$ cat src/rtl/uart_rx_deframer.sv
// -----------------------------------------------------------------------------
// uart_rx_deframer
//   Serial-to-parallel UART receive stage for 8N1-style frames (no parity).
//   The raw rx line is synchronised, and a falling edge is treated as a
//   candidate start bit. The start bit is confirmed by sampling it at
//   mid-bit. Each data bit and the stop bit are then sampled once at their
//   mid-bit points.
//   A good frame updates rdata_o and pulses rvalid_o for one cycle.
//   A low stop bit pulses frame_err_o for one cycle. The receiver then
//   waits for the line to return high before it looks for a new start bit.
//
// Parameters
//   CLKS_PER_BIT  clk cycles per UART bit (>= 4)
//   DATA_BITS     data bits per frame, LSB first
//   SYNC_STAGES   flops in the rx_i synchroniser chain (>= 2)
//
// Ports
//   clk_i        in   system clock
//   rst_i        in   asynchronous active-high reset
//   rx_i         in   raw UART line, asynchronous to clk_i, idle high
//   rdata_o      out  last good received word, held until the next good frame
//   rvalid_o     out  one-cycle pulse: rdata_o was updated this cycle
//   frame_err_o  out  one-cycle pulse: the stop bit was sampled low
//   busy_o       out  high while the receiver is not idle
// -----------------------------------------------------------------------------
module uart_rx_deframer #(
  parameter int CLKS_PER_BIT = 868,
  parameter int DATA_BITS    = 8,
  parameter int SYNC_STAGES  = 2
) (
  input  logic                 clk_i,
  input  logic                 rst_i,
  input  logic                 rx_i,
  output logic [DATA_BITS-1:0] rdata_o,
  output logic                 rvalid_o,
  output logic                 frame_err_o,
  output logic                 busy_o
);

  localparam int CNT_W = $clog2(CLKS_PER_BIT);
  localparam int BIT_W = $clog2(DATA_BITS + 1);
  localparam int HALF  = CLKS_PER_BIT / 2;

  localparam logic [CNT_W-1:0] HALF_TERM = CNT_W'(HALF - 1);
  localparam logic [CNT_W-1:0] BIT_TERM  = CNT_W'(CLKS_PER_BIT - 1);
  localparam logic [BIT_W-1:0] LAST_BIT  = BIT_W'(DATA_BITS - 1);

  typedef enum logic [2:0] {
    IDLE  = 3'd0,
    START = 3'd1,
    DATA  = 3'd2,
    STOP  = 3'd3,
    BREAK = 3'd4
  } state_t;

  logic [SYNC_STAGES-1:0] sync_r;
  logic                   rx_s;
  state_t                 state_r;
  logic [CNT_W-1:0]       cnt_r;
  logic [BIT_W-1:0]       bit_idx_r;
  logic [DATA_BITS-1:0]   sr_r;
  logic [DATA_BITS-1:0]   rdata_r;
  logic                   rvalid_r;
  logic                   ferr_r;
  logic                   busy_r;

  // Synchroniser chain for the asynchronous rx line. It resets to the idle
  // (high) level, so reset never looks like a start bit.
  always_ff @(posedge clk_i or posedge rst_i) begin
    if (rst_i) begin
      sync_r <= '1;
    end else begin
      sync_r <= {sync_r[SYNC_STAGES-2:0], rx_i};
    end
  end

  assign rx_s = sync_r[SYNC_STAGES-1];

  // Receive FSM: start-bit validation, mid-bit sampling and registered outputs.
  always_ff @(posedge clk_i or posedge rst_i) begin
    if (rst_i) begin
      state_r   <= IDLE;
      cnt_r     <= '0;
      bit_idx_r <= '0;
      sr_r      <= '0;
      rdata_r   <= '0;
      rvalid_r  <= 1'b0;
      ferr_r    <= 1'b0;
      busy_r    <= 1'b0;
    end else begin
      // Pulse outputs default low; they are set only in the one sample cycle.
      rvalid_r <= 1'b0;
      ferr_r   <= 1'b0;
      case (state_r)
        IDLE: begin
          if (!rx_s) begin
            state_r <= START;
            cnt_r   <= '0;
            busy_r  <= 1'b1;
          end else begin
            busy_r  <= 1'b0;
          end
        end

        START: begin
          // Confirm the start bit at its midpoint. A high line here is a glitch.
          if (cnt_r == HALF_TERM) begin
            cnt_r <= '0;
            if (!rx_s) begin
              state_r   <= DATA;
              bit_idx_r <= '0;
            end else begin
              state_r <= IDLE;
              busy_r  <= 1'b0;
            end
          end else begin
            cnt_r <= cnt_r + CNT_W'(1);
          end
        end

        DATA: begin
          if (cnt_r == BIT_TERM) begin
            cnt_r     <= '0;
            sr_r      <= {rx_s, sr_r[DATA_BITS-1:1]};
            bit_idx_r <= bit_idx_r + BIT_W'(1);
            if (bit_idx_r == LAST_BIT) begin
              state_r <= STOP;
            end else begin
              state_r <= DATA;
            end
          end else begin
            cnt_r <= cnt_r + CNT_W'(1);
          end
        end

        STOP: begin
          // Return to IDLE at mid stop bit, so back-to-back frames need no gap.
          if (cnt_r == BIT_TERM) begin
            cnt_r <= '0;
            if (rx_s) begin
              rdata_r  <= sr_r;
              rvalid_r <= 1'b1;
              state_r  <= IDLE;
              busy_r   <= 1'b0;
            end else begin
              ferr_r  <= 1'b1;
              state_r <= BREAK;
            end
          end else begin
            cnt_r <= cnt_r + CNT_W'(1);
          end
        end

        BREAK: begin
          // A line held low (break) must return high before a new start is accepted.
          if (rx_s) begin
            state_r <= IDLE;
            busy_r  <= 1'b0;
          end else begin
            state_r <= BREAK;
          end
        end

        default: begin
          state_r <= IDLE;
          cnt_r   <= '0;
          busy_r  <= 1'b0;
        end
      endcase
    end
  end

  assign rdata_o     = rdata_r;
  assign rvalid_o    = rvalid_r;
  assign frame_err_o = ferr_r;
  assign busy_o      = busy_r;

endmodule

$ cat config.mk
export PLATFORM = sky130hd
export DESIGN_NAME = uart_rx_deframer
export DESIGN_NICKNAME = d
export VERILOG_FILES = /design/src/rtl/uart_rx_deframer.sv
export SDC_FILE = /design/constraint.sdc
export NUM_CORES = 1
export LEC_CHECK = 0
export CAP_MARGIN = 20
export CORE_MARGIN = 2
export CORE_UTILIZATION = 50
export DETAILED_ROUTE_END_ITERATION = 10
export DONT_BUFFER_PORTS = 1
export HOLD_SLACK_MARGIN = 0.1
export PLACE_DENSITY = 0.66
export SETUP_SLACK_MARGIN = 0.5
export SYNTH_ARGS = -nofsm -noshare
export SYNTH_HDL_FRONTEND = slang
export SYNTH_SLANG_ARGS = --single-unit
$ cat constraint.sdc
create_clock -name clk_i -period 5.05 [get_ports clk_i]
set_input_delay 0.505 -clock clk_i [delete_from_list [all_inputs] [get_ports clk_i]]
set_output_delay 0.505 -clock clk_i [all_outputs]
set_load 0.02 [all_outputs]
After elaboration in Yosys (flattened, before gate mapping)
Index checks and enable logic that the tools add are counted.
{"block": "classes", "n_addsub": 2, "eq_ne": 12, "muxes": 26, "bitwise_logic": 2, "reduce_logical": 9}
{"op": "$pmux 10 s4", "count": 1}
{"op": "$mux 10", "count": 3}
{"op": "$mux 3", "count": 5}
{"op": "$pmux 3 s5", "count": 1}
{"op": "$mux 4", "count": 3}
{"op": "$add 10x1->10 const B", "count": 1}
{"op": "$eq 10x10->1 const B", "count": 1}
{"op": "$eq 10x9->1 const B", "count": 1}
{"op": "$mux 1", "count": 10}
{"op": "$ne 2x2->1 const B", "count": 5}
{"op": "$pmux 4 s2", "count": 1}
{"op": "$reduce_and 4->1", "count": 2}
{"op": "$eq 3x2->1 const B", "count": 2}
{"op": "$reduce_and 3->1", "count": 2}
{"op": "$pmux 1 s5", "count": 1}
{"op": "$add 4x1->4 const B", "count": 1}
{"op": "$eq 4x3->1 const B", "count": 1}
{"op": "$reduce_and 2->1", "count": 2}
{"op": "$eq 3x1->1 const B", "count": 1}
{"op": "$eq 3x3->1 const B", "count": 1}
{"op": "$logic_not 3->1", "count": 1}
{"op": "$mux 2", "count": 1}
{"op": "$not 1->1", "count": 2}
{"op": "$reduce_bool 2->1", "count": 1}
{"op": "$reduce_or 2->1", "count": 1}
{"block": "totals", "reg_bits": 38, "in_bits": 3, "out_inout_bits": 11}

Depth between registers and ports, before layout
Gate-level depths: netlist of run 1.
{"block": "logic_depth", "ltp_word": 4, "ltp_mapped": 7, "depth_no_buf": 6}

Least setup slack after synthesis of run 1
Ideal clock, no wire load.
{"block": "synth_timing", "kind": "register -> register", "start": "register cnt_r[0]", "end": "register sr_r[0]", "arrival_ns": 1.610, "slack_ns": 3.315, "path_stages_with_launch": 7, "n_path_buf": 1, "period_less_slack_ns": 1.735, "cell_sequence": "dfrtp_1 > ha_1 > and4b_1 > and3_4 > and2_1 > buf_6 > mux2_2"}
{"block": "synth_between", "elab_chain_len": 2}
{"item": "start: declaration", "line_no": "59", "rtl": "logic [CNT_W-1:0] cnt_r;"}
{"item": "start signal: assignment", "line_no": "117", "rtl": "cnt_r <= cnt_r + CNT_W'(1);"}
{"item": "start signal: assignment", "line_no": "132", "rtl": "cnt_r <= cnt_r + CNT_W'(1);"}
{"item": "start signal: assignment", "line_no": "150", "rtl": "cnt_r <= cnt_r + CNT_W'(1);"}
{"item": "$eq 10x10->1", "line_no": "122", "rtl": "if (cnt_r == BIT_TERM) begin"}
{"item": "$reduce_and 2->1 (no source line)"}
{"item": "end signal: assignment", "line_no": "124", "rtl": "sr_r <= {rx_s, sr_r[DATA_BITS-1:1]};"}
{"item": "end: declaration", "line_no": "61", "rtl": "logic [DATA_BITS-1:0] sr_r;"}
No other way between the ends.
A chain may end at the register's enable or synchronous reset.

Worst setup path after layout of run 1
{"block": "layout_timing", "start": "register cnt_r[0]", "end": "register cnt_r[6]"}
{"block": "layout_between", "elab_chain_len": 3, "word_cells_on_any_way": 6}
{"item": "$add 10x1->10, or another cell as far along", "line_no": "117, 132, 150"}
{"item": "$mux 10 (on tied branches)", "line_no": "122, 138, 107"}
{"item": "$pmux 10 s4 (*)", "line_no": "94", "rtl": "case (state_r)"}
Mark *: on every way between the ends. The rest lies on a longest branch, timed or not.

==> run summary, run 1 <==
kind of start point of the critical path: flop
number of vias after detailed routing: 1299
outcome: finished, final reports clean
initial core utilization: 51.5%
per-instance average area after synthesis: 11.1 um2
most common flop cell mapped by yosys: sky130_fd_sc_hd__dfrtp_1
number of storage elements in the synthesis netlist: 38
WS Path Type: flop to flop
Commonest cells post-synth: 36 x sky130_fd_sc_hd__dfrtp_1, 17 x sky130_fd_sc_hd__mux2_2, 12 x sky130_fd_sc_hd__inv_1
RSZ-0062 raised after global routing: no
total wire length: 3460 um
Post-synth EDFFs: 0
cell family contributing the most delay on the critical path: compound AO/OA/AOI/OAI gates
post-CTS setup buffers: 0
total negative setup slack: 0 ns
Hold Vio Cnt, Final: 0
DRC violation total after the first TritonRoute iteration: 106
basic-gate share of the synthesized area counting and, or, nand and nor cells: 16.0%
count of buffers inserted at the top-level ports: 0
proportion of synthesized area in mux cells: 10.3%
max-cap check violation count: 0
Arr. time, crit path: 2.60 ns
DIE AREA: 4220 um2
combinational fraction of design power: 1.3%
Synth-to-Final Area Change: 7.61%
compound-cell area share of the yosys netlist: 15.0%
adder-cell share of the synthesized area: 2.02%
Max Fclk: 416 MHz
count of buffer and inverter cells on the critical path: 0
cts bufs inserted: 5
Clock Sink Count: 38
areal power density over the cells: 288 nW/um2
period utilization: 47.6%
shortest clock period the worst path allows after layout: 2.40 ns
Leakage Power: 0.913 nW
switch share: 21.2%
post-route core utilization: 55.4%
maximum number of buffers from clock root to sink: 2
critical-path maximum fanout: 13
worst-path cell chain: ha_1, and4b_1, a31oi_1, nor2_1, o311ai_1
clock tree from TritonCTS: done
wire length of the first global-routing pass: 5950 um
GR Overflow Total: 0
placed cells: 209
initial antenna violation count: 0
Boundary Pins: 14
Clock Power Share: 45.4%
instance count of the mapped netlist: 167
Routed wire per std cell: 15.8 um
Internal Power: 454 uW
Final Max Tran Viols: 0
Psw: 122 uW
setup clock skew after layout: 0.00652 ns
largest area contributor in the netlist: sky130_fd_sc_hd__dfrtp_1
final routed DRC violation total: 0
RD Place Congestion: 0.847
CP peak stage delay: 0.70 ns
crit path max-delay cell type: sky130_fd_sc_hd__a31oi_1
required time of the critical path: 5.25 ns
Finished Layout Cells: 218
Die X-Extent: 64.9 um
row count: 22
Gates resized, CTS repair: 0
number of synthesis warnings: 0
Seq/Total Area, Yosys: 51.3%
maximum ir drop on the vdd rail: 0.156 mV
number of distinct library cell variants in the gate-level netlist after synthesis: 48
Final HPWL DP: 2340 um
number of levels the H-tree was split into: 2
share of async-settable or async-resettable flops after synthesis: 100%
clock root buffer master: sky130_fd_sc_hd__clkbuf_8
share of the synthesized area in the top cell type: 48.5%
cell types occupying the most area after synthesis: sky130_fd_sc_hd__dfrtp_1 49%, sky130_fd_sc_hd__mux2_2 10%, sky130_fd_sc_hd__o21ai_0 3.0%
worst rel slew slack: 40.5%
Pre-antenna DRT Iters: 4
antenna diode count: 0
number of global-route vias before repair: 1225
global-route total usage across every layer: 18.7%
NumNets Final: 175
worst hold slack across all endpoints: 0.189 ns
antenna violation net count after detailed routing: 0
standard cell core area: 3610 um2
sequential cell fraction of total power: 53.3%
CP endpoint kind: flop
DIE HEIGHT: 64.9 um
Setup Viol. Count Final: 0
clock transition time at the flip-flop clock pins of the worst setup and hold paths: 0.08 ns
fraction of layout cells with a size suffix above 1: 20.0%
per-cell via count in the routed design: 5.96
later-pin clock latency in the skew report: 0.30 ns
dominant combinational cell family by area after synthesis: simple AND/OR/NAND/NOR gates
area share of xor/xnor cells in the synthesized design: 0.472%
post-synthesis net count: 173
path class of the lowest-slack min-delay path: primary input to flop
transition time at the pin with the least slew margin: 0.889 ns
most frequent cell after synthesis: sky130_fd_sc_hd__dfrtp_1
quantity of hold-fixing buffers added after cts: 0
Post-Synthesis Cell Area: 1860 um2
pin count of the biggest net entering global routing: 39
-- flip-flops by register name, summed over array words and instances, names as in the netlist --
name and flops:
sr_r 8, frame_err_o 1, sync_r 2, state_r 3, bit_idx_r 4, rdata_o 8
busy_o 1, rvalid_o 1, cnt_r 10
-- power groups by stage --
stage / clock, mW / sequential (mW) / combinational (mW)
after floorplan: 0 / 0.312 / 0.00660
after CTS: 0.267 / 0.307 / 0.00810
after global routing: 0.280 / 0.307 / 0.00919
after global placement: 0 / 0.313 / 0.00797
after detailed placement: 0 / 0.313 / 0.00809
final: 0.261 / 0.307 / 0.00777
-- worst register-to-register path: cells and delay by family, from the launching register on --
family / cells / cell delay [ns]
adders and majority gates: 1 / 0.27
DFF: 1 / 0.45
and+or+nand+nor: 2 / 0.55
AOI/OAI and AO/OA: 2 / 1.05
-- logic make-up after synthesis --
family / count (synthesis)
mux: 17
fa+ha+maj: 3
simple gates: 48
buf+inv: 19
xor+xnor: 1
compound gates: 41
flops: 38
-- worst paths after layout --
| check | from | to | slack (ns) | cells after the start |
|---|---|---|---|---|
| max in group asynchronous | rst_i | sync_r[1] | 4.51 | 2 |
| worst max register to register | cnt_r[0] | cnt_r[6] | 2.65 | 5 |
| worst min register to register | sync_r[0] | sync_r[1] | 0.37 | 0 |
| min in group asynchronous | rst_i | rdata_o[2] | 0.20 | 2 |
| worst max-delay path | cnt_r[0] | cnt_r[6] | 2.65 | 5 |
| worst min-delay path | rx_i | sync_r[0] | 0.19 | 0 |
-- stage by stage --
step / cell area [um2] / worst slack [ns] / power, mW
after floorplan: 1860 / 3.32 / 0.318
after global routing: 2000 / 2.41 / 0.596
after detailed placement: 1880 / 2.33 / 0.321
after global placement: 1880 / 2.43 / 0.321
after CTS: 1990 / 2.33 / 0.582
final: 2000 / 2.65 / 0.576
-- cell usage in the layout (no fill, tap or decap), types with 4 or more instances in the layout --
master and n:
sky130_fd_sc_hd__nand3_1 6, sky130_fd_sc_hd__nand2_1 10, sky130_fd_sc_hd__o211ai_1 4, sky130_fd_sc_hd__nor2_1 10
sky130_fd_sc_hd__inv_1 12, sky130_fd_sc_hd__o21ai_0 11, sky130_fd_sc_hd__mux2_2 17, sky130_fd_sc_hd__a22oi_1 4
sky130_fd_sc_hd__o22ai_1 4, sky130_fd_sc_hd__clkbuf_8 5, sky130_fd_sc_hd__dfrtp_1 36
-- area by class of cell --
cell class              instances  area [um2]
clock inverters                 3        45.0
flip-flops and latches         38         953
multi-input cells             110         813
repair buffers                  2        12.5
inverters                      12        45.0
well taps                      48        60.1
clock buffers                   5        68.8
fillers                       303        1610
-- metal layers --
layer | up-vias | global-route usage, % | share of wire (%)
met4 | 0 | 10.4 | 2.4
met1 | 636 | 25.8 | 47
met5 | - | 0 | 0
met3 | 9 | 5.03 | 5.1
li1 | 618 | - | -
met2 | 36 | 26.7 | 46
Power figures use the tool's default switching activity.
==> run 2, diff against run 1 <==
--- a/config.mk
+++ b/config.mk
@@ -11,7 +11,7 @@
 export DETAILED_ROUTE_END_ITERATION = 10
 export DONT_BUFFER_PORTS = 1
 export HOLD_SLACK_MARGIN = 0.1
-export PLACE_DENSITY = 0.66
+export PLACE_DENSITY = 0.69
 export SETUP_SLACK_MARGIN = 0.5
 export SYNTH_ARGS = -nofsm -noshare
 export SYNTH_HDL_FRONTEND = slang
==> constraint.sdc (replaced) <==
create_clock -name clk_i -period 2.02 [get_ports clk_i]
set_input_delay 0.202 -clock clk_i [delete_from_list [all_inputs] [get_ports clk_i]]
set_output_delay 0.202 -clock clk_i [all_outputs]
set_load 0.02 [all_outputs]
==> run summary, run 2 (synthesis results as in run 1) <==
area of placed instances: 1970 um2 (+4.6%)
DIE HEIGHT: 64.9 um (unchanged)
FF/Latch Area: 953 um2 (unchanged)
worst hold slack across all endpoints: 0.359 ns (+0.170 ns)
Finished Layout Cells: 253 (+16%)
count of buffers inserted at the top-level ports: 0 (unchanged)
global-route met3 utilization: 4.86% (-0.17 points)
number of levels the H-tree was split into: 2 (unchanged)
pin count of the biggest net entering global routing: 23 (-41%)
total wire length: 4560 um (+32%)
count of buffer and inverter cells on the critical path: 1 (+1)
Global Route met1 Usage: 27.6% (+1.9 points)
GR Overflow Total: 0 (unchanged)
flip-flop count of the largest register, all copies and words added: 10 (unchanged)
total negative setup slack: 0 ns (unchanged)
transition time at the pin with the least slew margin: 0.718 ns (-0.171 ns)
NumNets Final: 210 (+20%)
area taken by multi-input logic gates: 1030 um2 (+26%)
shortest clock period the worst path allows after layout: 1.85 ns (-0.554 ns)
Worst R2R Setup Slack: 0.17 ns (-2.48 ns)
final cell area excluding filler cells: 2530 um2 (+27%)
filler instances: 238 (-21%)
post-route core utilization: 70.3% (+15 points)
global-route total usage across every layer: 23.7% (+4.9 points)
DRC violation total after the first TritonRoute iteration: 107 (+0.94%)
clock tree from TritonCTS: done
WS Path Type: flop to flop
maximum number of buffers from clock root to sink: 2 (unchanged)
count of cells along the worst hold path: 0 (unchanged)
required time of the critical path: 2.20 ns (-3.05 ns)
terminus of the critical flop-to-flop path: sr_r[5]
Worst Setup Slack, final: 0.170 ns (-2.48 ns)
Arr. time, crit path: 2.03 ns (-0.57 ns)
outcome: finished, final reports clean
setup clock skew after layout: 0.0101 ns (+0.00361 ns)
crit path max-delay cell type: sky130_fd_sc_hd__dfrtp_1
Die X-Extent: 64.9 um (unchanged)
Clock Sink Count: 38 (unchanged)
maximum ir drop on the vdd rail: 0.308 mV (+97%)
Pre-antenna DRT Iters: 4 (unchanged)
per-cell via count in the routed design: 5.89 (-1.2%)
standard cell core area: 3610 um2 (unchanged)
row count: 22 (unchanged)
Max Fclk: 541 MHz (+30%)
path class of the lowest-slack min-delay path: flop to flop
Final Max Tran Viols: 0 (unchanged)
busiest layer in global routing: met2
Hold Vio Cnt, Final: 0 (unchanged)
clock transition time at the flip-flop clock pins of the worst setup and hold paths: 0.08 ns (about the same)
leading cell type in the layout, fill and taps excluded: sky130_fd_sc_hd__dfrtp_1
Worst Hold Endpoint: sync_r[1]
Biggest register: cnt_r
number of vias after detailed routing: 1489 (+15%)
final routed DRC violation total: 0 (unchanged)
later-pin clock latency in the skew report: 0.30 ns (about the same)
met2 Track Usage GR: 40.7% (+14 points)
antenna violation net count after detailed routing: 0 (unchanged)
wire length of the first global-routing pass: 7430 um (+25%)
Final HPWL DP: 2550 um (+9.1%)
Setup Viol. Count Final: 0 (unchanged)
number of global-route vias before repair: 1550 (+27%)
leading cell types in the layout, fill and taps excluded: 36 x sky130_fd_sc_hd__dfrtp_1, 20 x sky130_fd_sc_hd__buf_4, 13 x sky130_fd_sc_hd__buf_6
clock root buffer master: sky130_fd_sc_hd__clkbuf_8
CP peak stage delay: 0.42 ns (-0.28 ns)
initial antenna violation count: 0 (unchanged)
RSZ-0062 raised after global routing: yes
Synth-to-Final Area Change: 36.5%
areal power density over the cells: 571 nW/um2 (+98%)
Routed wire per std cell: 18.0 um (+14%)
Boundary Pins: 14 (unchanged)
cell family contributing the most delay on the critical path: simple AND/OR/NAND/NOR gates
DIE AREA: 4220 um2 (unchanged)
cts bufs inserted: 5 (unchanged)
kind of start point of the critical path: flop
Leakage Power: 1.15 nW (+25%)
initial core utilization: 51.5% (unchanged)
dpl ws: 0.0700 ns (-2.26 ns)
cell depth of the worst flop-to-flop path: 5 (unchanged)
placed cells: 217 (+3.8%)
startpoint of the most critical register-to-register path: cnt_r[5]
antenna diode count: 0 (unchanged)
CP endpoint kind: flop
critical-path maximum fanout: 5 (-8)
worst-path cell chain: nor4bb_4, buf_6, and3_4, and2_4, mux2_2
Final Power: 1.45 mW (+150%)
start point of the worst hold path: sync_r[0]
RD Place Congestion: 0.846 (-0.14%)
period utilization: 91.6% (+44 points)
worst rel slew slack: 52.1% (+12 points)
max-cap check violation count: 0 (unchanged)
fraction of layout cells with a size suffix above 1: 43.4% (+23 points)
==> run 2: cell count changes in the layout (fill, tap and decap cells not counted), moves of 4 or more <==
| cell | previous run | this run |
|---|---|---|
| sky130_fd_sc_hd__buf_4 | 1 | 20 |
| sky130_fd_sc_hd__o21ai_0 | 11 | 4 |
| sky130_fd_sc_hd__buf_6 | 0 | 13 |
| sky130_fd_sc_hd__mux2_2 | 17 | 10 |
| sky130_fd_sc_hd__o21ai_2 | 0 | 4 |
| sky130_fd_sc_hd__mux2_4 | 0 | 7 |
==> run 2: final cells by class <==
cell class	instances	share of cell area, %
Clock buffer	5	2.71
Tap cell	48	2.37
Multi-Input combinational cell	111	40.5
Sequential cell	38	37.6
Clock inverter	3	1.78
Inverter	12	1.78
Timing Repair Buffer	36	13.3
==> run 2: where the power goes <==
part	total [mW]	internal [mW]	switching [mW]
clock network	0.653	0.367	0.286
logic	0.0259	0.00839	0.0175
registers	0.768	0.764	0.00403
total	1.45	1.14	0.307
==> run 2: layer usage <==
metal / wire [um] / up-vias
met1: 1910 / 747
li1: - / 691
met5: 0 / -
met2: 2400 / 40
met4: 110 / 0
met3: 142 / 11
==> run 2: how the worst max path moves through the flow <==
stage | from | end | cells after the start
after floorplan | cnt_r[0] | sr_r[0] | 6
after global placement | cnt_r[1] | cnt_r[5] | 7
after detailed placement | cnt_r[1] | cnt_r[6] | 6
after CTS | cnt_r[0] | sr_r[1] | 6
after global routing | cnt_r[1] | cnt_r[4] | 7
final | cnt_r[5] | sr_r[5] | 5
==> run 2: what timing repair did <==
| item | CTS | global route |
|---|---|---|
| pin swaps | 14 | 9 |
| endpoints found under the hold margin | 15 | 0 |
| resized for setup | 42 | 16 |
| gates cloned | 2 | 0 |
| buffers inserted | 18 | 6 |
| hold buffers | 2 | 0 |
| endpoints found under the setup margin | 35 | 36 |
